<file path="config.mk">
export PLATFORM = sky130hd
export DESIGN_NAME = multipush_multiport_fifo
export DESIGN_NICKNAME = d
export VERILOG_FILES = /design/src/rtl/multipush_multiport_fifo.sv
export SDC_FILE = /design/constraint.sdc
export NUM_CORES = 1
export LEC_CHECK = 0
export CELL_PAD_IN_SITES_DETAIL_PLACEMENT = 0
export CELL_PAD_IN_SITES_GLOBAL_PLACEMENT = 1
export CORE_UTILIZATION = 48
export CTS_CLUSTER_SIZE = 24
export DETAILED_ROUTE_END_ITERATION = 12
export PLACE_DENSITY = 0.91
export SYNTH_ARGS = -nofsm -noshare
export SYNTH_HDL_FRONTEND = slang
export SYNTH_SLANG_ARGS = --single-unit
</file>
<file path="constraint.sdc">
create_clock -name clk_i -period 25.5 [get_ports clk_i]
set_input_delay 6.375 -clock clk_i [delete_from_list [all_inputs] [get_ports clk_i]]
set_output_delay 6.375 -clock clk_i [all_outputs]
set_load 0.01 [all_outputs]
</file>
<file path="src/rtl/multipush_multiport_fifo.sv">
// Multi-producer / multi-consumer FIFO: up to NrWritePort in-order pushes per cycle,
// NrReadPort independent readers; an entry is freed once the slowest reader has consumed it.
module multipush_multiport_fifo #(
    parameter int unsigned NrReadPort  = 2,
    parameter int unsigned NrWritePort = 2,
    parameter int unsigned DataWidth   = 32,
    parameter int unsigned Depth       = 8,
    parameter type         dtype       = logic [DataWidth-1:0],
    parameter int unsigned AddrDepth   = (Depth > 1) ? $clog2(Depth) : 1,
    parameter type         cnt_t       = logic [AddrDepth:0],
    parameter type         wcnt_t      = logic [$clog2(NrWritePort+1)-1:0]
) (
    input  logic                  clk_i,
    input  logic                  rst_ni,
    input  logic                  flush_i,
    input  logic                  push_valid_i,
    input  wcnt_t                 push_cnt_i,
    input  dtype                  data_i [NrWritePort],
    output logic                  push_ready_o,
    output cnt_t                  free_o,
    output logic                  full_o,
    output dtype                  data_o [NrReadPort],
    output logic [NrReadPort-1:0] empty_o,
    output cnt_t                  usage_o [NrReadPort],
    input  logic [NrReadPort-1:0] pop_i
);

    typedef logic [AddrDepth-1:0] ptr_t;
    localparam cnt_t DepthCnt = cnt_t'(Depth);

    dtype mem_q  [Depth];
    dtype mem_d  [Depth];
    ptr_t wptr_q, wptr_d;
    ptr_t rptr_q [NrReadPort];
    ptr_t rptr_d [NrReadPort];
    cnt_t cnt_q  [NrReadPort];
    cnt_t cnt_d  [NrReadPort];
    cnt_t max_cnt;
    cnt_t push_cnt;
    logic push_fire;

    // Pointers stay below Depth and increments never exceed Depth, so a single
    // conditional subtract wraps correctly for non-power-of-two depths too.
    function automatic ptr_t wrap_add(ptr_t ptr, cnt_t inc);
        cnt_t sum;
        sum = cnt_t'(ptr) + inc;
        if (sum >= DepthCnt) sum = sum - DepthCnt;
        return ptr_t'(sum);
    endfunction

    always_comb begin
        max_cnt = '0;
        for (int unsigned r = 0; r < NrReadPort; r++) begin
            if (cnt_q[r] > max_cnt) max_cnt = cnt_q[r];
        end
    end

    assign push_cnt     = cnt_t'(push_cnt_i);
    assign free_o       = DepthCnt - max_cnt;
    assign full_o       = (free_o == '0);
    // Built from registered counts only: space freed by a same-cycle pop waits a cycle.
    assign push_ready_o = (push_cnt <= free_o);
    assign push_fire    = push_valid_i && push_ready_o && (push_cnt_i != '0);

    // NOTE: every always_comb output gets its default first so no path can infer a latch.
    always_comb begin
        mem_d  = mem_q;
        wptr_d = wptr_q;
        rptr_d = rptr_q;
        cnt_d  = cnt_q;
        if (flush_i) begin
            wptr_d = '0;
            for (int unsigned r = 0; r < NrReadPort; r++) begin
                rptr_d[r] = '0;
                cnt_d[r]  = '0;
            end
        end else begin
            if (push_fire) begin
                for (int unsigned k = 0; k < NrWritePort; k++) begin
                    if (cnt_t'(k) < push_cnt) mem_d[wrap_add(wptr_q, cnt_t'(k))] = data_i[k];
                end
                wptr_d = wrap_add(wptr_q, push_cnt);
            end
            for (int unsigned r = 0; r < NrReadPort; r++) begin
                cnt_d[r] = cnt_q[r] + (push_fire ? push_cnt : '0);
                if (pop_i[r] && (cnt_q[r] != '0)) begin
                    rptr_d[r] = wrap_add(rptr_q[r], cnt_t'(1));
                    cnt_d[r]  = cnt_d[r] - cnt_t'(1);
                end
            end
        end
    end

    // NOTE: state flops use non-blocking assignments so every register samples pre-edge values.
    always_ff @(posedge clk_i or negedge rst_ni) begin
        if (!rst_ni) begin
            wptr_q <= '0;
            for (int unsigned r = 0; r < NrReadPort; r++) begin
                rptr_q[r] <= '0;
                cnt_q[r]  <= '0;
            end
        end else begin
            wptr_q <= wptr_d;
            rptr_q <= rptr_d;
            cnt_q  <= cnt_d;
        end
    end

    // NOTE: the storage array has no reset; stale slots are masked by empty_o.
    always_ff @(posedge clk_i) begin
        mem_q <= mem_d;
    end

    always_comb begin
        empty_o = '0;
        for (int unsigned r = 0; r < NrReadPort; r++) begin
            data_o[r]  = mem_q[rptr_q[r]];
            usage_o[r] = cnt_q[r];
            empty_o[r] = (cnt_q[r] == '0);
        end
    end

    push_cnt_legal_a: assert property (@(posedge clk_i) disable iff (!rst_ni)
        push_valid_i |-> (push_cnt <= cnt_t'(NrWritePort)));

endmodule

</file>
* Yosys cells after proc, flatten, opt, wreduce, memory -nomap -nowiden
Index checks and enable logic that the tools add are counted. W data, S select, Z words.
Word-level totals: input bits 72, register bits 273
Operators by class: reduce and logical (&&, ||, !) cells 16, bitwise logic cells 5, multiplexer cells 38, add/subtract/negate cells 14, order comparisons 16
Operators with widths (count):
- $mux W256 | 4
- $bwmux W256 | 2
- $bmux W32 S3 | 2
- $demux W32 S3 | 2
- $mux W32 | 6
- $mux W3 | 15
- $ge A4 B4 Y1 const B | 8
- $mux W4 | 4
- $not A3 Y4 | 4
- $sub A3 B1 Y3 const B | 5
- $add A3 B1 Y4 const B | 3
- $logic_not A4 Y1 | 3
- $lt A4 B1 Y1 const B | 2
- $mux W8 | 1
- $reduce_bool A2 Y1 | 4
- $reduce_bool A4 Y1 | 2
- $sub A4 B1 Y4 const B | 2
- $logic_and A1 B1 Y1 | 6
- $mux W6 | 1
- $add A3 B2 Y4 | 1
- $add A4 B2 Y4 | 1
- $add A4 B4 Y4 | 1
- $ge A3 B4 Y1 const B | 1
- $gt A4 B1 Y1 const B | 1
- other kinds (7) | 8

* Longest topological paths before layout
Gate-level depths: netlist of the first run.
depth in word-level cells 21, gate-level depth with buffers 19

* Worst setup path before layout of the first run
Ideal clock, no wire load.
path type input port to flip-flop, from in push_cnt_i[1] in the netlist's numbering, to reg mem_q[0] in the netlist's numbering, enable pin, setup slack -145 ps, buffers on the path 0, stages on the path 5, arrival 24458 ps, data required time 24313 ps, cells stage by stage ha_1 > nor2b_1 > o21ai_1 > a21oi_2 > nor3_1
On the way: longest elaborated chain between the ends 4, elaborated cells on any way between the ends 5
Ends and longest elaborated chain:
- from (decl) | line 17 | input wcnt_t push_cnt_i,
- $le A2 B4 Y1 | line 62 | assign push_ready_o = (push_cnt <= free_o);
- $logic_and A1 B1 Y1 | line 63 | assign push_fire = push_valid_i && push_ready_o && (push_cnt_i != '0);
- $logic_and A1 B1 Y1 * | line 63
- $reduce_and A2 Y1 (no source line) *
- to (signal assigned) | line 111 | mem_q <= mem_d;
- to (decl) | line 31 | dtype mem_q [Depth];
Every way passes the cells marked *; elsewhere a longest branch is shown, timed or not. A chain may end at the register's enable or synchronous reset.

* Final worst setup path of the first run
from in push_cnt_i[1] in the netlist's numbering, to out push_ready_o
On the way: longest elaborated chain between the ends 1
Ends and longest elaborated chain:
- $le A2 B4 Y1 | line 62
- to (decl) | line 19 | output logic push_ready_o,
No other way between the ends.

==> summary by stage, run 1 <==
Placed design
Input and output buffers added on the ports amount to 151. The congestion estimate from routability-driven global placement came to 0.796. Detailed placement finished with a half-perimeter wire length of roughly 28,000 µm. The pre-CTS setup slack is 10.60 ns.

Worst setup path
At the worst endpoint, the required time is 19.12 ns. Traced cell by cell, the critical path runs through clkdlybuf4s50_1, ha_1, nor2b_1, o21ai_1, a21oi_2, inv_1, clkdlybuf4s50_1. The worst register-to-register path has a depth of 11. Counting buffers and inverters, the worst setup path is 7 cells deep. The worst-case register-to-register setup slack is 20.64 ns. The highest net fanout along the worst path is 11. The dominant delay contributor by cell family on the critical path is buffers and inverters. The worst stage delay on the critical path is about 0.70 ns. The arrival time reported for the critical path endpoint is 8.53 ns. The worst setup path is launched from an input pin.

The critical path contains buffers and inverters numbering 3 combined. The worst setup path is of the in -> out kind. The cell at the slowest stage of the critical path is clkdlybuf4s50_1. The category of the worst setup path capture point is an output port. The most frequent cell on the critical path is clkdlybuf4s50_1.

Logic synthesis
By count the netlist is led by mux2i_1, edfxtp_1, nor2_1. The post-synthesis simple-gate area fraction is 0.0789. After synthesis, the largest family of logic cells by area is multiplexers. The distinct cell type count of the synthesized netlist is 46. Of the post-synthesis cell area, the dominant cell type holds 0.415. Of the total synthesized cell area, the portion taken by full adders, half adders and majority gates is 0.0140. The fraction of the mapped netlist area in compound gates is 0.0781. The synthesized netlist occupies a cell area of 18,500 µm².

The net count after synthesis is 1,685. Counting flops with an async set or reset pin after synthesis yields a share of 0.0623. Measured against the total synthesized area, the mux share comes to 0.337.

The average cell area after synthesis is 11.6 µm². The leading cell type by number of instances after synthesis is mux2i_1. The fraction of the yosys area taken by sequential cells is 0.438. In the synthesized netlist the dominant register cell turns out to be edfxtp_1. The register bit total from synthesis is 273.

The cell type with the largest total area after synthesis is edfxtp_1. Yosys attributes the largest share of cell area to edfxtp_1, mux4_2, mux2i_1, mux2_2, a21oi_1. Yosys printed 0 warnings.

The post-synthesis share of cell area spent on xor and xnor gates is 0.00898. Yosys mapped a number of flops with a built-in enable equal to 256. After technology mapping, the gate count stands at ~1,600.

STA
The upper clock frequency limit is 67.1 MHz. The final max-slew violation count is 0. For the pin with the worst max-slew slack, the measured transition is roughly 1.3 ns. The max-slew headroom at the worst pin is 0.120.

The hold violation count in the final report was 0. The setup violation total in the final timing report is 0. Adding up every negative setup slack in the final design gives 0 ns.

Setup repair after global routing left no endpoint under its margin. The clock period minus worst slack is 14.91 ns. The final critical-path share of the clock period is 0.585. The final worst clock skew is ~0.013 ns.

After layout, the worst setup slack is 10.59 ns.

Clocking
The tree built by TritonCTS fans out to 273 sinks. The H-tree was split into 2 levels. The clock passes through at most 3 buffers. TritonCTS built the clock tree. In this run, post-CTS hold repair placed 0 buffers. The tree is rooted in a clkbuf_16.

The count of buffers added by post-CTS timing repair for setup is 0. After clock tree synthesis, the clock-pin slew on the worst setup and hold paths is 0.06 ns. Clock tree synthesis inserted a total of 34 buffers.

The clock insertion delay at the later pin of the skew report is around 0.52 ns. The post-cts gate resize count is 0.

GRT
Across every metal layer, demand over resource in global routing totals 0.263. Summed over all layers, the global routing overflow is 0. The via count of the first global-routing pass is ~13,000. The first-pass GRT wire length is roughly 80,000 µm. The initial antenna violation count is 3.

The largest net degree at the start of global routing is 195.

Floorplan
After floorplanning, the core was sized to cover 37,800 µm². For this design the top-level I/O count stands at approximately 150. The die covers 39,400 µm². From bottom edge to top edge, the die measures approximately 200 µm. For this configuration, the core starts out at a cell density of 0.490.

The die is between 150 and 200 µm wide. The number of standard-cell rows in the floorplan is 71.

Finish
The number of nets in the layout is 1,709. The ratio of cells with drive above 1 in the final layout is 0.179. The count of fill cells added during filler insertion is 3,213. The area growth from synthesis to layout is 15.0%. Measured on the finished design, the core utilization comes to 0.563.

Power
The power density of the placed cells is 104 nW/µm². Of the total power, the share spent switching nets is 0.356. The total net switching power is 792 µW. The design internal power is 1430 µW. The share of total power dissipated in combinational logic is 0.455. The leakage power total is 0.00726 µW. IR analysis of the VDD net gives a maximum drop of 0.0000606 V.

The share of total power dissipated in the clock network is 0.220. The sequential share of power is 0.325. Summing internal, switching and leakage power gives 2230 µW.

Drt
The residual DRC count is 0. For this block, the routed nets add up to 51,100 µm of wire. For this block, the initial DRC count from the detailed router was 1,284. The per-cell via count in the routed design is 6.18. Dividing the detail-routed wire length by the instance count gives around 24 µm. Once detail routing completed, the nets flagged for antenna violations numbered 0. The number of search-and-repair iterations in the first detailed-routing pass is 5. The final route contains 13,300 vias.

Status
The run finished with clean final reports.

Job
The tool flagged a number of max-cap violations equal to 0.

Worst hold path
The path class of the tightest hold or removal check is reg -> reg. The worst hold path passes through 2 cells.
-- routing by layer --
layer  wire length [µm]  track usage  part of all wire  vias to the layer above
met5                 12            0           0.00024                        -
met4               1230       0.0786             0.024                        2
met3               3800       0.0397             0.075                      101
met2              25300        0.440              0.50                      547
met1              20700        0.355              0.41                     6656
li1                   -            -                 -                     6027
-- sequential cells by signal, summed over array words and instances (netlist names) --
register,count
mem_q,256
rptr_q,6
usage_o,8
wptr_q,3
-- logic make-up after synthesis --
| kind of cell | Yosys count |
|---|---|
| fa+ha+maj | 19 |
| flops | 273 |
| mux | 455 |
| xor+xnor | 19 |
| simple gates | 351 |
| buf+inv | 199 |
| compound gates | 278 |
-- worst min-delay path, delay by kind of cell (launching register included) --
family	cells	cell delay, ns
mux	1	0.07
flops	1	0.37
simple gates	1	0.09
-- worst paths after layout --
check	endpoint	from
hold / removal	rptr_q[4]	rptr_q[4]
min in group asynchronous	usage_o[1]	rst_ni
setup / recovery	push_ready_o	push_cnt_i[1]
max in group asynchronous	rptr_q[0]	rst_ni
setup reg to reg	mem_q[162]	usage_o[5]
hold reg to reg	rptr_q[4]	rptr_q[4]
-- power groups by stage --
stage               registers, µW  logic, µW  clock network (µW)
floorplan                     706        708                   0
global placement              722        983                   0
detailed placement            729       1010                   0
CTS                           723       1010                 498
global route                  737       1090                 514
finish                        724       1010                 490
-- stage by stage --
stage | std cells | hold slack (ns) | instance area, µm²
2_1_floorplan | 1594 | 0.613 | 18500
3_3_place_gp | 2093 | 0.527 | 20200
3_5_place_dp | 2093 | 0.543 | 20200
4_1_cts | 2154 | 0.577 | 21300
5_1_grt | 2155 | 0.621 | 21300
6_report | 2157 | 0.563 | 21300
-- cells in the final DEF, fill, tap and decap left out, drive strengths merged, types with 2 or more instances in the layout --
| cell | n |
|---|---|
| fa | 3 |
| dfrtp | 17 |
| xor2 | 5 |
| or3 | 2 |
| clkbuf | 45 |
| mux2i | 260 |
| nor3 | 8 |
| edfxtp | 256 |
| nor2 | 152 |
| nand2 | 151 |
| nor2b | 8 |
| a21oi | 136 |
| nand4 | 7 |
| a41o | 3 |
| inv | 12 |
| nand3 | 8 |
| a211oi | 2 |
| o21ai | 131 |
| mux2 | 67 |
| clkdlybuf4s50 | 151 |
| buf | 24 |
| nor3b | 2 |
| mux4 | 128 |
| nand2b | 3 |
| a21o | 3 |
| or3b | 3 |
| bufinv | 2 |
| clkinv | 14 |
| ha | 16 |
| xnor2 | 14 |
| nor4 | 2 |
| diode | 3 |
| o21a | 2 |
-- layout make-up --
class                      instances  area (µm²)  area share
clock buffer                      45        1010      0.0473
timing repair buffer             175        1700      0.0800
tap                              511         639      0.0300
clock inverter                    16         124     0.00581
inverter                          12        45.0     0.00211
multi-input combinational       1122        9650       0.453
antenna                            3        7.51    0.000352
sequential                       273        8130       0.381
Power figures use the tool's default switching activity.
==> run 2: changes to the inputs <==
- CORE_UTILIZATION: 48 -> 44
- PLACE_DENSITY: 0.91 -> 0.88
- clock period: 25.5 -> 12.7 ns (I/O delays scaled with it)
==> run 2 against run 1 <==
Sequential share of layout area is essentially flat. Count of clock-buffer cells in the layout is the same. Worst hold slack gained 0.11 ns. Final area is essentially flat. Sequential power grew 100%. Critical endpoint unchanged. Global-route usage shrank 2.5 points. First-iteration DRC count grew 12%. Flip-flop and latch count is the same. Setup slack lost 6.5 ns. Wire length grew 1.4%. Total power grew 100%. Combinational power grew 100%. Highest routed layer unchanged.
==> summary by stage, run 2 (synthesized netlist as in run 1, its figures left out) <==
Worst hold path
The number of stages on the worst hold path was 2 (unchanged). In this run the worst hold path is classified as reg -> reg. The terminating pin of the worst hold path is mem_q[239].

The startpoint of the worst hold path is mem_q[239].

Power
The design internal power is 2890 µW (+100%). The power density of the placed cells is 210 nW/µm² (+100%). The part of the total power dissipated in the clock network is 0.220 (about the same). The sequential share of power was 0.329 (+0.004). The proportion of power drawn by combinational gates is 0.451 (-0.004). The leakage power total was 0.00723 µW (-0.33%). The worst ir drop on vdd is 0.000135 V (+120%). The total net switching power is 1580 µW (+100%). The switching share of power was 0.354 (-0.00136).

Floorplan
The overall die height was 207 µm (+4.4%). The number of top-level pins is 152 (unchanged). The floorplan die width is 207 µm (+4.4%). The effective utilization at floorplan is 0.450 (-0.0399). The number of standard-cell rows in the floorplan is 74 (+4.2%). The area of the core region is 41,200 µm² (+8.9%). The die area is 42,900 µm² (+9.0%).

Clocking
The maximum clock insertion buffer count is 3 (unchanged). The clock insertion delay at the later pin of the skew report came to 0.51 ns (about the same). The CTS tree is yes. The post-cts gate resize count was 0 (unchanged).

The number of buffers inserted by hold repair at cts is 0 (unchanged). The CTS clock-pin slew for the worst setup and hold paths is 0.06 ns (about the same). The clock net sink count came to 273 (unchanged).

The number of buffers inserted during clock tree synthesis is 34 (unchanged). The deepest level of the CTS H-tree is 2 (unchanged). The clock root buffer master is clkbuf_16. The count of buffers added by post-CTS timing repair for setup is 0 (unchanged).

Finish
The ratio of cells with drive above 1 in the final layout is 0.177 (-0.00240). The number of nets in the layout is 1,708 (-0.059%). More flip-flops sit in one register than any other, and that register is mem_q. The flip-flop count of the largest register after layout is 256 (unchanged). The count of fill cells added during filler insertion was 3,506 (+9.1%). The layout overhead on the synthesized area is 14.9% (about the same).

The most common cell after layout, fill and taps aside is mux2i_1. In the layout the commonest cells are mux2i_1, edfxtp_1, nand2_1, clkdlybuf4s50_1, nor2_1.

Drt
The sum of routed wire length over all layers was 51,800 µm (+1.4%). The number of search-and-repair iterations in the first detailed-routing pass is 5 (unchanged). The count of nets left with antenna violations after detail routing is 0 (unchanged). The per-cell via count in the routed design came to 6.11 (-1.1%). The iteration-0 DRC count of the detailed router is 1,436 (+12%). The residual DRC count was 0 (unchanged). The routed wirelength normalized by instance count is 23.9 µm (+0.78%). The number of vias in the routed layout is 13,300 (-0.53%).

STA
The hold slack is 0.674 ns (+0.111 ns). In the finished design, the share of the clock period the worst path needs comes to 0.676. The final sum of negative setup slack is 0 ns (unchanged). The max-slew headroom at the worst pin is 0.223 (+0.102). The setup violation total in the final timing report was 0 (unchanged). The actual slew at the worst max-slew pin came to 1.17 ns (-0.146 ns). The final worst clock skew is 0.0118 ns (-0.00116 ns). The hold violation count in the final report is 0 (unchanged). Setup repair after global routing left no endpoint under its margin. The final max-slew violation count is 0 (unchanged). The clock period minus worst slack is 8.58 ns. The upper clock frequency limit is about 120 MHz.

GRT
The initial antenna violation count is 4 (+1). The total congestion overflow is 0 (unchanged). The first-pass GRT wire length is 79,200 µm (+1.0%). The total global-route track usage is 0.238 (-0.0254).

The via count of the first global-routing pass is 13,300 (+0.083%). The largest net degree at the start of global routing is 177 (-9.2%).

Worst setup path
The critical path in this run is classified as in -> out. The terminus of the critical flop-to-flop path is mem_q[40]. The data required time of the critical path is 9.52 ns (-9.60 ns). The kind of start point of the critical path is an input pin. The worst-case register-to-register setup slack is 7.64 ns (-13.00 ns).

The highest net fanout along the worst path is 11 (unchanged). The category of the worst setup path capture point is an output port. The launching point of the worst reg2reg path is usage_o[5].

The arrival time reported for the critical path endpoint was 5.41 ns (-3.12 ns). The cell depth of the worst flop-to-flop path was 11 (unchanged).

Job
The reported max-cap violation count is 0 (unchanged).

Status
The run finished with clean final reports.

Placed design
The number of I/O port buffers is 151 (unchanged). The last weighted congestion value of the routability-driven placer is 0.801 (+0.70%). The HPWL reported at the end of detailed placement is 28,800 µm (+3.5%).
==> run 2: changes by cell type in the layout (fill, tap and decap cells not counted), sizes merged <==
cell	delta
diode	-2
bufinv	+2
buf	-1
clkinv	-7
==> run 2: per-layer routing <==
layer	part of all wire	vias to the layer above	GRT usage
li1	-	6012	-
met4	0.027	6	0.0746
met3	0.073	105	0.0349
met2	0.48	568	0.396
met1	0.42	6571	0.322
met5	0.00062	-	0
==> run 2: through the flow <==
| stage | area [µm²] | util | power [µW] | cells | setup WS, ns |
|---|---|---|---|---|---|
| floorplan | 18500 | - | 2820 | 1594 | 2.21 |
| global placement | 20200 | 0.490 | 3430 | 2113 | 4.15 |
| detailed placement | 20200 | 0.490 | 3500 | 2113 | 4.13 |
| CTS | 21300 | 0.517 | 4490 | 2169 | 4.12 |
| global route | 21300 | 0.517 | 4700 | 2170 | 4.03 |
| finish | 21300 | 0.517 | 4470 | 2170 | 4.12 |
==> run 2: critical path, cell delays in order <==
cell and delay, ns:
clkdlybuf4s50_1 0.69, ha_1 0.31, nor2b_1 0.13, o21ai_1 0.31, a21oi_2 0.13, inv_1 0.10
clkdlybuf4s50_1 0.54
==> run 2: power by group through the flow <==
stage | Sequential, µW | Clock (µW) | Combinational (µW)
2_1_floorplan | 1400 | 0 | 1420
3_3_place_gp | 1470 | 0 | 1960
3_5_place_dp | 1490 | 0 | 2010
4_1_cts | 1470 | 997 | 2020
5_1_grt | 1500 | 1030 | 2160
6_report | 1470 | 983 | 2020
==> run 2: layout make-up <==
cell class,count,area [µm²],area share
clock inverters,11,150,0.00705
well taps,532,666,0.0313
flip-flops and latches,273,8130,0.382
inverters,12,45.0,0.00212
diodes,1,2.50,0.000118
clock buffers,45,956,0.0449
multi-input cells,1122,9650,0.453
repair buffers,174,1700,0.0797
==> run 2: how the worst max path moves through the flow <==
| stage | startpoint | to | slack (ns) | depth (start not counted) |
|---|---|---|---|---|
| final | push_cnt_i[1] | push_ready_o | 4.12 | 7 |
| after global routing | push_cnt_i[1] | push_ready_o | 4.03 | 7 |
| after CTS | push_cnt_i[1] | push_ready_o | 4.12 | 7 |
| after detailed placement | push_cnt_i[1] | push_ready_o | 4.13 | 7 |
| after global placement | push_cnt_i[1] | push_ready_o | 4.15 | 7 |
| after floorplan | push_cnt_i[1] | mem_q[0] | 2.21 | 5 |
